$ cat src/rtl/uart_pkg.sv
// Types and constants shared by the UART receive and transmit paths.
package uart_pkg;

    typedef enum logic [2:0] {
        ST_IDLE,
        ST_START,
        ST_DATA,
        ST_PARITY,
        ST_STOP,
        ST_BRK_WAIT
    } rx_state_e;

    localparam int BRK = 2;
    localparam int FE  = 1;
    localparam int PE  = 0;

    localparam int MAX_FRAME_BITS = 11;

    typedef enum logic [1:0] {
        DB_5 = 2'b00,
        DB_6 = 2'b01,
        DB_7 = 2'b10,
        DB_8 = 2'b11
    } data_bits_e;

    typedef struct packed {
        logic [2:0] err;
        logic [7:0] data;
    } rx_char_t;

    // Character length on the wire: start + data + optional parity + one stop.
    function automatic logic [3:0] frame_bits(input logic [1:0] data_bits, input logic parity_en);
        return 4'd7 + {2'b00, data_bits} + {3'b000, parity_en};
    endfunction

endpackage

$ cat src/rtl/uart_sync_fifo.sv
// First-word-fall-through synchronous FIFO with level output and flush.
module uart_sync_fifo #(
    parameter int  WIDTH = 11,
    parameter int  DEPTH = 16,
    localparam int AW    = $clog2(DEPTH)
) (
    input  logic             clk_i,
    input  logic             rst_i,
    input  logic             clr_i,
    input  logic             wr_en_i,
    input  logic [WIDTH-1:0] wr_data_i,
    input  logic             rd_en_i,
    output logic [WIDTH-1:0] rd_data_o,
    output logic             valid_o,
    output logic             full_o,
    output logic [AW:0]      level_o
);

    logic [WIDTH-1:0] r_mem [DEPTH];
    logic [AW-1:0]    r_wptr;
    logic [AW-1:0]    r_rptr;
    logic [AW:0]      r_level;
    logic             w_push;
    logic             w_pop;

    // Read side: rd_data_o is the head while valid_o=1; rd_en_i pops it, and is ignored when empty.
    assign valid_o   = (r_level != '0);
    assign full_o    = (r_level == (AW+1)'(DEPTH));
    assign w_pop     = rd_en_i && valid_o;
    assign w_push    = wr_en_i && (!full_o || w_pop);
    assign rd_data_o = valid_o ? r_mem[r_rptr] : '0;
    assign level_o   = r_level;

    always_ff @(posedge clk_i or posedge rst_i) begin
        if (rst_i) begin
            r_wptr  <= '0;
            r_rptr  <= '0;
            r_level <= '0;
        end else if (clr_i) begin
            r_wptr  <= '0;
            r_rptr  <= '0;
            r_level <= '0;
        end else begin
            if (w_push) r_wptr <= r_wptr + AW'(1);
            if (w_pop)  r_rptr <= r_rptr + AW'(1);
            case ({w_push, w_pop})
                2'b10:   r_level <= r_level + (AW+1)'(1);
                2'b01:   r_level <= r_level - (AW+1)'(1);
                default: r_level <= r_level;
            endcase
        end
    end

    always_ff @(posedge clk_i) begin
        if (w_push && !clr_i) r_mem[r_wptr] <= wr_data_i;
    end

endmodule

$ cat src/rtl/uart_rx_core.sv
// 16550-class UART receiver: synchroniser, oversampling deserialiser, RX FIFO with
// per-character error flags, plus trigger, timeout and overrun indications.
module uart_rx_core
    import uart_pkg::*;
#(
    parameter int  FIFO_DEPTH    = 16,
    parameter int  OVERSAMPLE    = 16,
    parameter int  SYNC_STAGES   = 2,
    parameter int  TIMEOUT_CHARS = 4,
    localparam int LW            = $clog2(FIFO_DEPTH) + 1
) (
    input  logic          clk_i,
    input  logic          rst_i,
    input  logic          baud_tick_i,
    input  logic          rx_i,
    input  logic          en_i,
    input  logic [1:0]    data_bits_i,
    input  logic          parity_en_i,
    input  logic          parity_even_i,
    input  logic          fifo_clr_i,
    input  logic [LW-1:0] trig_lvl_i,
    input  logic          rd_en_i,
    output logic [7:0]    rd_data_o,
    output logic [2:0]    rd_err_o,
    output logic          rd_valid_o,
    output logic [LW-1:0] level_o,
    output logic          trig_o,
    output logic          timeout_o,
    output logic          overrun_o,
    input  logic          ovr_clr_i,
    output logic          busy_o
);

    localparam int CW     = $clog2(OVERSAMPLE);
    localparam int TO_MAX = TIMEOUT_CHARS * MAX_FRAME_BITS * OVERSAMPLE;
    localparam int TW     = $clog2(TO_MAX + 1);

    logic [SYNC_STAGES-1:0] r_sync;
    logic                   w_rx_s;
    rx_state_e              r_state;
    rx_state_e              w_next_state;
    logic [CW-1:0]          r_cnt;
    logic [2:0]             r_bit;
    logic [7:0]             r_data;
    logic                   r_pe;
    logic                   r_par_bit;
    data_bits_e             r_nbits;
    logic                   r_par_en;
    logic                   r_par_even;
    logic                   w_at_sample;
    logic                   w_last_bit;
    logic                   w_brk_now;
    logic                   w_push;
    logic                   w_pop;
    logic                   w_drop;
    rx_char_t               w_wr_char;
    rx_char_t               w_rd_char;
    logic                   w_full;
    logic                   w_valid;
    logic [LW-1:0]          w_level;
    logic                   r_ovr;
    logic [TW-1:0]          r_to_cnt;
    logic [TW-1:0]          w_to_limit;

    always_ff @(posedge clk_i or posedge rst_i) begin
        if (rst_i) begin
            r_sync <= '1;
        end else begin
            r_sync[0] <= rx_i;
            for (int i = 1; i < SYNC_STAGES; i++) r_sync[i] <= r_sync[i-1];
        end
    end

    assign w_rx_s = r_sync[SYNC_STAGES-1];

    // The start bit is re-checked half a bit in; every later sample is a full bit apart.
    assign w_at_sample = (r_state == ST_START) ? (r_cnt == CW'(OVERSAMPLE/2 - 1))
                                               : (r_cnt == CW'(OVERSAMPLE - 1));
    assign w_last_bit  = (r_bit == ({1'b0, r_nbits} + 3'd4));
    assign w_brk_now   = !w_rx_s && (r_data == 8'h00) && !(r_par_en && r_par_bit);

    always_ff @(posedge clk_i or posedge rst_i) begin
        if (rst_i) r_state <= ST_IDLE;
        else       r_state <= w_next_state;
    end

    always_comb begin
        w_next_state = r_state;
        if (!en_i) begin
            w_next_state = ST_IDLE;
        end else if (baud_tick_i) begin
            case (r_state)
                ST_IDLE:     if (!w_rx_s) w_next_state = ST_START;
                ST_START:    if (w_at_sample) w_next_state = w_rx_s ? ST_IDLE : ST_DATA;
                ST_DATA:     if (w_at_sample && w_last_bit)
                                 w_next_state = r_par_en ? ST_PARITY : ST_STOP;
                ST_PARITY:   if (w_at_sample) w_next_state = ST_STOP;
                ST_STOP:     if (w_at_sample) w_next_state = w_brk_now ? ST_BRK_WAIT : ST_IDLE;
                ST_BRK_WAIT: if (w_rx_s) w_next_state = ST_IDLE;
                default:     w_next_state = ST_IDLE;
            endcase
        end
    end

    always_comb begin
        busy_o                 = (r_state != ST_IDLE);
        w_push                 = en_i && baud_tick_i && (r_state == ST_STOP) && w_at_sample;
        w_wr_char              = '0;
        w_wr_char.data         = w_brk_now ? 8'h00 : r_data;
        w_wr_char.err[BRK]     = w_brk_now;
        w_wr_char.err[FE]      = !w_rx_s;
        w_wr_char.err[PE]      = r_pe;
    end

    always_ff @(posedge clk_i or posedge rst_i) begin
        if (rst_i) begin
            r_cnt      <= '0;
            r_bit      <= '0;
            r_data     <= '0;
            r_pe       <= 1'b0;
            r_par_bit  <= 1'b0;
            r_nbits    <= DB_5;
            r_par_en   <= 1'b0;
            r_par_even <= 1'b0;
        end else if (en_i && baud_tick_i) begin
            case (r_state)
                ST_IDLE: begin
                    if (!w_rx_s) begin
                        r_cnt      <= '0;
                        r_bit      <= '0;
                        r_data     <= '0;
                        r_pe       <= 1'b0;
                        r_par_bit  <= 1'b0;
                        r_nbits    <= data_bits_e'(data_bits_i);
                        r_par_en   <= parity_en_i;
                        r_par_even <= parity_even_i;
                    end
                end
                ST_START, ST_DATA, ST_PARITY, ST_STOP: begin
                    if (w_at_sample) begin
                        r_cnt <= '0;
                        if (r_state == ST_DATA) begin
                            r_data[r_bit] <= w_rx_s;
                            r_bit         <= r_bit + 3'd1;
                        end
                        if (r_state == ST_PARITY) begin
                            r_par_bit <= w_rx_s;
                            r_pe      <= (^r_data) ^ w_rx_s ^ ~r_par_even;
                        end
                    end else begin
                        r_cnt <= r_cnt + CW'(1);
                    end
                end
                default: ;
            endcase
        end
    end

    uart_sync_fifo #(
        .WIDTH ($bits(rx_char_t)),
        .DEPTH (FIFO_DEPTH)
    ) u_fifo (
        .clk_i     (clk_i),
        .rst_i     (rst_i),
        .clr_i     (fifo_clr_i),
        .wr_en_i   (w_push),
        .wr_data_i (w_wr_char),
        .rd_en_i   (rd_en_i),
        .rd_data_o (w_rd_char),
        .valid_o   (w_valid),
        .full_o    (w_full),
        .level_o   (w_level)
    );

    assign w_pop  = rd_en_i && w_valid;
    assign w_drop = w_push && w_full && !rd_en_i;

    always_ff @(posedge clk_i or posedge rst_i) begin
        if (rst_i)          r_ovr <= 1'b0;
        else if (w_drop)    r_ovr <= 1'b1;
        else if (ovr_clr_i) r_ovr <= 1'b0;
    end

    assign w_to_limit = TW'(TIMEOUT_CHARS * OVERSAMPLE) * TW'(frame_bits(data_bits_i, parity_en_i));

    // Saturates at the limit so timeout_o stays up until FIFO activity restarts the count.
    always_ff @(posedge clk_i or posedge rst_i) begin
        if (rst_i)                                   r_to_cnt <= '0;
        else if (fifo_clr_i || w_push || w_pop)      r_to_cnt <= '0;
        else if (baud_tick_i && w_valid && (r_to_cnt < w_to_limit))
                                                     r_to_cnt <= r_to_cnt + TW'(1);
    end

    assign rd_data_o  = w_rd_char.data;
    assign rd_err_o   = w_rd_char.err;
    assign rd_valid_o = w_valid;
    assign level_o    = w_level;
    assign trig_o     = w_valid && (w_level >= trig_lvl_i);
    assign timeout_o  = (r_to_cnt >= w_to_limit);
    assign overrun_o  = r_ovr;

endmodule

$ cat config.mk
export PLATFORM = sky130hd
export DESIGN_NAME = uart_rx_core
export DESIGN_NICKNAME = d
export VERILOG_FILES = /design/src/rtl/uart_pkg.sv /design/src/rtl/uart_sync_fifo.sv /design/src/rtl/uart_rx_core.sv
export SDC_FILE = /design/constraint.sdc
export NUM_CORES = 1
export LEC_CHECK = 0
export CAP_MARGIN = 20
export CORE_MARGIN = 3
export CORE_UTILIZATION = 55
export DETAILED_ROUTE_END_ITERATION = 10
export MAX_ROUTING_LAYER = met4
export PLACE_DENSITY_LB_ADDON = 0.15
export SYNTH_ARGS = -nofsm -noshare
export SYNTH_HDL_FRONTEND = slang
export SYNTH_SLANG_ARGS = --single-unit
$ cat constraint.sdc
create_clock -name clk_i -period 4.6 [get_ports clk_i]
set_clock_uncertainty 0.1 [all_clocks]
set_input_delay 1.15 -clock clk_i [delete_from_list [all_inputs] [get_ports clk_i]]
set_output_delay 1.15 -clock clk_i [all_outputs]
set_load 0.03 [all_outputs]
Yosys cells after proc, flatten, opt, wreduce, memory -nomap -nowiden
Memory sizes are Yosys's and may differ from the RTL's.
Index checks and enable logic that the tools add are counted.
{"block": "totals", "n_memories": 1, "ff_bits": 50, "elab_cells": 146, "out_inout_bits": 21, "inputBits": 17, "ramBits": 176}
{"name": "u_fifo.r_mem", "words": 16, "width": 11, "read_ports": 1, "rd_ports_with_merged_regs": 0, "wr": 1, "line_no": "uart_sync_fifo.sv:19", "rtl": "logic [WIDTH-1:0] r_mem [DEPTH];"}
{"block": "op_classes", "order_cmp": 5, "n_reduce_logical": 41, "add_sub_neg": 10, "mux": 48, "bitwise_logic": 4, "eq_ne": 22}
{"op": "3-bit two-way mux", "n": 13}
{"op": "8-bit two-way mux", "n": 4}
{"op": "4-bit two-way mux", "n": 6}
{"op": "10-bit two-way mux", "n": 2}
{"op": "3-bit != test (second input constant)", "n": 6}
{"op": "3-bit case mux with 6 select lines", "n": 1}
{"op": "1-bit logical AND", "n": 16}
{"op": "8-bit case mux with 2 select lines", "n": 1}
{"op": "4-bit by 1-bit adder with 4-bit output (second input constant)", "n": 3}
{"op": "1-bit two-way mux", "n": 11}
{"op": "11-bit two-way mux", "n": 1}
{"op": "10-bit by 1-bit adder with 10-bit output (second input constant)", "n": 1}
{"op": "10-bit >= comparator", "n": 1}
{"op": "10-bit < comparator", "n": 1}
{"op": "2-bit != test (second input constant)", "n": 5}
{"op": "5-bit case mux with 2 select lines", "n": 1}
{"op": "5-bit AND reduction", "n": 2}
{"op": "2-bit nonzero test", "n": 5}
{"op": "8-bit bitwise mux", "n": 1}
{"op": "8-bit logical NOT", "n": 1}
{"op": "4-bit case mux with 2 select lines", "n": 1}
{"op": "8-bit XOR reduction", "n": 1}
{"op": "7-bit AND reduction", "n": 1}
{"op": "3-bit by 2-bit equality test with 1-bit output (second input constant)", "n": 2}
{"op": "other kinds (31)", "n": 43}

Depth between registers and ports, before layout
{"block": "logic_depth", "word_depth": 8, "depth_mapped": 10, "depth_no_buf": 10}

By module
From an unflattened synthesis, not the netlist that was laid out.
{"block": "unflattened", "hier_cells": 685, "area_unflattened_um2": 10261.1}
{"module": "uart_sync_fifo", "area_each_um2": 7729.9, "cells_per_inst": 394, "n_inst": 1, "seq_area_each_um2": 5610.4}
{"module": "uart_rx_core", "area_each_um2": 2531.2, "cells_per_inst": 291, "n_inst": 1, "seq_area_each_um2": 928.4}

Least setup slack after synthesis
Ideal clock, no wire load.
{"block": "synth_path", "path_type": "input -> output", "startpoint": "input port data_bits_i[0]", "endpoint": "output port timeout_o", "required_ns": 3.350, "n_path_buf": 0, "path_stages": 7, "arrival_ns": 3.104, "path_slack_ns": 0.246, "path_cell_list": "inv_1 -> ha_1 -> ha_1 -> ha_1 -> and4b_1 -> nand3_1 -> o41ai_1"}
{"block": "synth_via", "elab_chain_len": 3}
{"element": "start, declared", "line_no": "uart_rx_core.sv:17", "rtl": "input logic [1:0] data_bits_i,"}
{"element": "3-bit by 2-bit adder with 4-bit output", "line_no": "uart_pkg.sv:33", "rtl": "return 4'd7 + {2'b00, data_bits} + {3'b000, parity_en};"}
{"element": "4-bit by 1-bit adder with 4-bit output", "line_no": "uart_pkg.sv:33"}
{"element": "10-bit >= comparator", "line_no": "uart_rx_core.sv:199", "rtl": "assign timeout_o = (r_to_cnt >= w_to_limit);"}
{"element": "end, declared", "line_no": "uart_rx_core.sv:28", "rtl": "output logic timeout_o,"}
Every way passes these cells.

Final worst setup path
Ends and elaborated chain as after synthesis.

==> impl_metrics.yaml <==
power:
  p_clk_share_pct: 35.7
  comb_power_share_pct: 18.8
  pwr-share-seq_pct: 45.5
  p_switching_mw: 1.36
  p_leak_nw: 4.29
  p_per_area_mw_per_mm2: 437
  p_int_mw: 3.78
  sw_frac_of_total_pct: 26.4
  peakVddDrop_mv: 0.328
clocking:
  clk_pin_slew_ns: 0.06
  clockBufferDepth: 3
  cts_tree: "done"
  cts_buffers: 24
  h-tree-depth: 1
  ctsHoldBuffers: 0
  root_buffer: "clkbuf_16"
  clk-insertion-delay-late_ns: 0.50
  post_cts_buffers: 0
  cts.sinks: 226
floorplanning:
  chipWidth_um: 142
  coreArea_sq_mm: 0.0180
  io_pins: 38
  start_util_pct: 56.3
  die-area_sq_mm: 0.0201
  num_rows: 49
  fp.dieH_um: 142
layout:
  layout-drive-gt1-share_pct: 19.5
  fin_util_pct: 65.1
  n_antenna_cell: 0
  nFillCells: 1308
  final_area_sq_mm: 0.0117
  syn2layout_area_growth_pct: 15.6
  final_nets: 761
grt:
  grt.overflow.total: 0
  grt_first_pass_wirelength_mm: 32.9
  grt_util_all_layers_pct: 21.7
  grt_max_degree: 51
  grt_pass1_vias: 6025
  antenna_found_initial: 0
worst_setup_path:
  setup.worst_path.class: "in -> out"
  slowest_stage: "clkdlybuf4s50_1"
  cp.required_ns: 3.35
  start_kind: "input port"
  max_stage_delay_ns: 0.46
  crit_chain: "clkdlybuf4s50_1 -> inv_1 -> ha_1 -> ha_1 -> ha_4 -> nor2b_1 -> o21a_1 -> o21a_1 -> nor2_1 -> o41ai_1 -> buf_4"
  path_max_fanout: 2
  cp_data_arrival_time_ns: 3.19
  end_kind: "primary output"
  critical_path.top_delay_family: "adder cells"
  path_buf_inv: 3
synthesis:
  syn_avg_cell_area_sq_um: 15.5
  synth_most_common_cell: "edfxtp_1"
  synth_top_area_share_pct: 52.0
  synth_top_cell_by_area: "edfxtp_1"
  ys_types: 60
  ys_seq_elements: 226
  synthTopCellsByCount: "edfxtp_1 (176), mux4_2 (55), dfrtp_1 (48)"
  yosysWarnings: 0
  synth_nets: 700
  synth_area_leaders: "edfxtp_1 (52%), mux4_2 (12%), dfrtp_1 (12%)"
  synth-edff-count: 176
  syn_inst: 654
  yosysSeqAreaShare_pct: 64.4
  syn_area_sq_mm: 0.0102
  ys.flop_type: "edfxtp_1"
  ys_async_sr_fraction_pct: 22.1
outcome:
  outcome: "complete, no violations"
route:
  wl_per_cell_um: 21.3
  drt-initial-drc-count: 368
  finalWirelength_mm: 20.5
  ant_nets: 0
  avgViaCountPerCell: 5.99
  dr.pass1.iters: 4
  num_vias: 5763
  drc: 0
timing:
  max_clock_freq_mhz: 225
  finalSetupViolCount: 0
  final-hold-violation-count: 0
  slew_headroom_pct: 30.5
  tns_ns: 0
  worstMarginPinSlew_ns: 1.04
  rsz0062_at_grt: "no"
  hold_slack_ns: 0.255
  fin_crit_ns: 4.44
  fin_crit_sh_pct: 96.6
  drv_slew: 0
place:
  post-dp-hpwl_mm: 13.3
  placed_area_sq_mm: 0.0109
  portBuffers: 37
  place_congestion: 0.791
job:
  drv_cap: 0
worst_hold_path:
  hold_path.class: "reg -> reg"
==> worst paths after layout <==
kind	startpoint	to	slack [ns]	cells after the start
setup reg to reg	r_sync[1]$_DFF_PP1_	u_fifo.r_mem[2][1]$_DFFE_PP_	1.44	4
min in group asynchronous	rst_i	r_to_cnt[5]$_DFFE_PP0P_	0.90	2
max in group asynchronous	rst_i	r_sync[1]$_DFF_PP1_	2.91	3
hold / removal	r_sync[0]$_DFF_PP1_	r_sync[1]$_DFF_PP1_	0.25	0
setup / recovery	data_bits_i[0]	timeout_o	0.16	11
hold reg to reg	r_sync[0]$_DFF_PP1_	r_sync[1]$_DFF_PP1_	0.25	0
==> sequential cells by signal, indices dropped and copies added (netlist names), 2 cells and up <==
register and cells:
r_to_cnt 10, r_nbits 2, r_bit 3, r_sync 2
r_cnt 4, r_data 8, u_fifo.r_rptr 4, r_state 3
u_fifo.level_o 5, u_fifo.r_wptr 4, u_fifo.r_mem 176
==> logic make-up after synthesis <==
logic type	count (synthesis)	synth area share [%]
AO/OA/AOI/OAI	58	3.77
XOR/XNOR	18	1.55
adder cells (fa/ha/maj)	29	3.65
buffers and inverters	67	2.56
flip-flops	226	64.4
multiplexers	73	14.1
AND/OR/NAND/NOR	183	9.97
==> per-layer routing <==
layer	share of wire [%]	vias up	track usage, %
met4	2.0	0	5.91
met2	52	168	37.1
li1	-	2649	-
met3	4.9	37	2.70
met5	0	-	-
met1	41	2909	27.7
==> through the flow <==
stage	power, mW	cells	setup WS [ns]
floorplan	3.01	654	0.246
CTS	5.19	961	0.0730
finish	5.14	962	0.155
global route	5.36	962	0.0268
detailed placement	3.36	917	0.0787
global placement	3.32	916	0.139
==> cell usage in the layout, fill, tap and decap left out, drive strengths merged, types with 8 or more instances in the layout <==
cell type and n:
nor3 14, clkdlybuf4s50 36, ha 28, nor4 8
a21oi 15, mux4 55, and2 11, clkbuf 33
o21ai 14, xnor2 13, nor2 31, edfxtp 176
dfrtp 48, nand2 47, inv 36, mux2i 15
clkinv 9, and3 16, nand3 14, or3 8
buf 29
==> power by group through the flow <==
stage,combinational [mW],clock (mW),sequential [mW]
after floorplan,0.650,0,2.36
after global placement,0.947,0,2.38
after detailed placement,0.979,0,2.38
after CTS,0.981,1.87,2.34
after global routing,1.06,1.95,2.35
final,0.964,1.83,2.34
==> layout make-up <==
| type | count | area [sq um] | share of cell area (%) |
|---|---|---|---|
| Clock buffer | 33 | 686 | 5.84 |
| Clock inverter | 11 | 83.8 | 0.714 |
| Inverter | 37 | 139 | 1.18 |
| Multi-Input combinational cell | 361 | 3380 | 28.8 |
| Sequential cell | 226 | 6540 | 55.7 |
| Tap cell | 229 | 287 | 2.44 |
| Timing Repair Buffer | 65 | 628 | 5.35 |
==> repair_timing <==
| action | in CTS | in global routing |
|---|---|---|
| hold endpoints to repair | 0 | 0 |
| setup endpoints to repair | 0 | 1 |
| resized for setup | 0 | 1 |
==> worst reg2reg max path: cells and delay by family (launching register included) <==
family	cells	cell delay, ns
AO/OA/AOI/OAI	1	0.16
buffers and inverters	1	0.60
flip-flops	1	0.70
AND/OR/NAND/NOR	2	1.25
No activity file was read; power rests on OpenSTA's default activity.
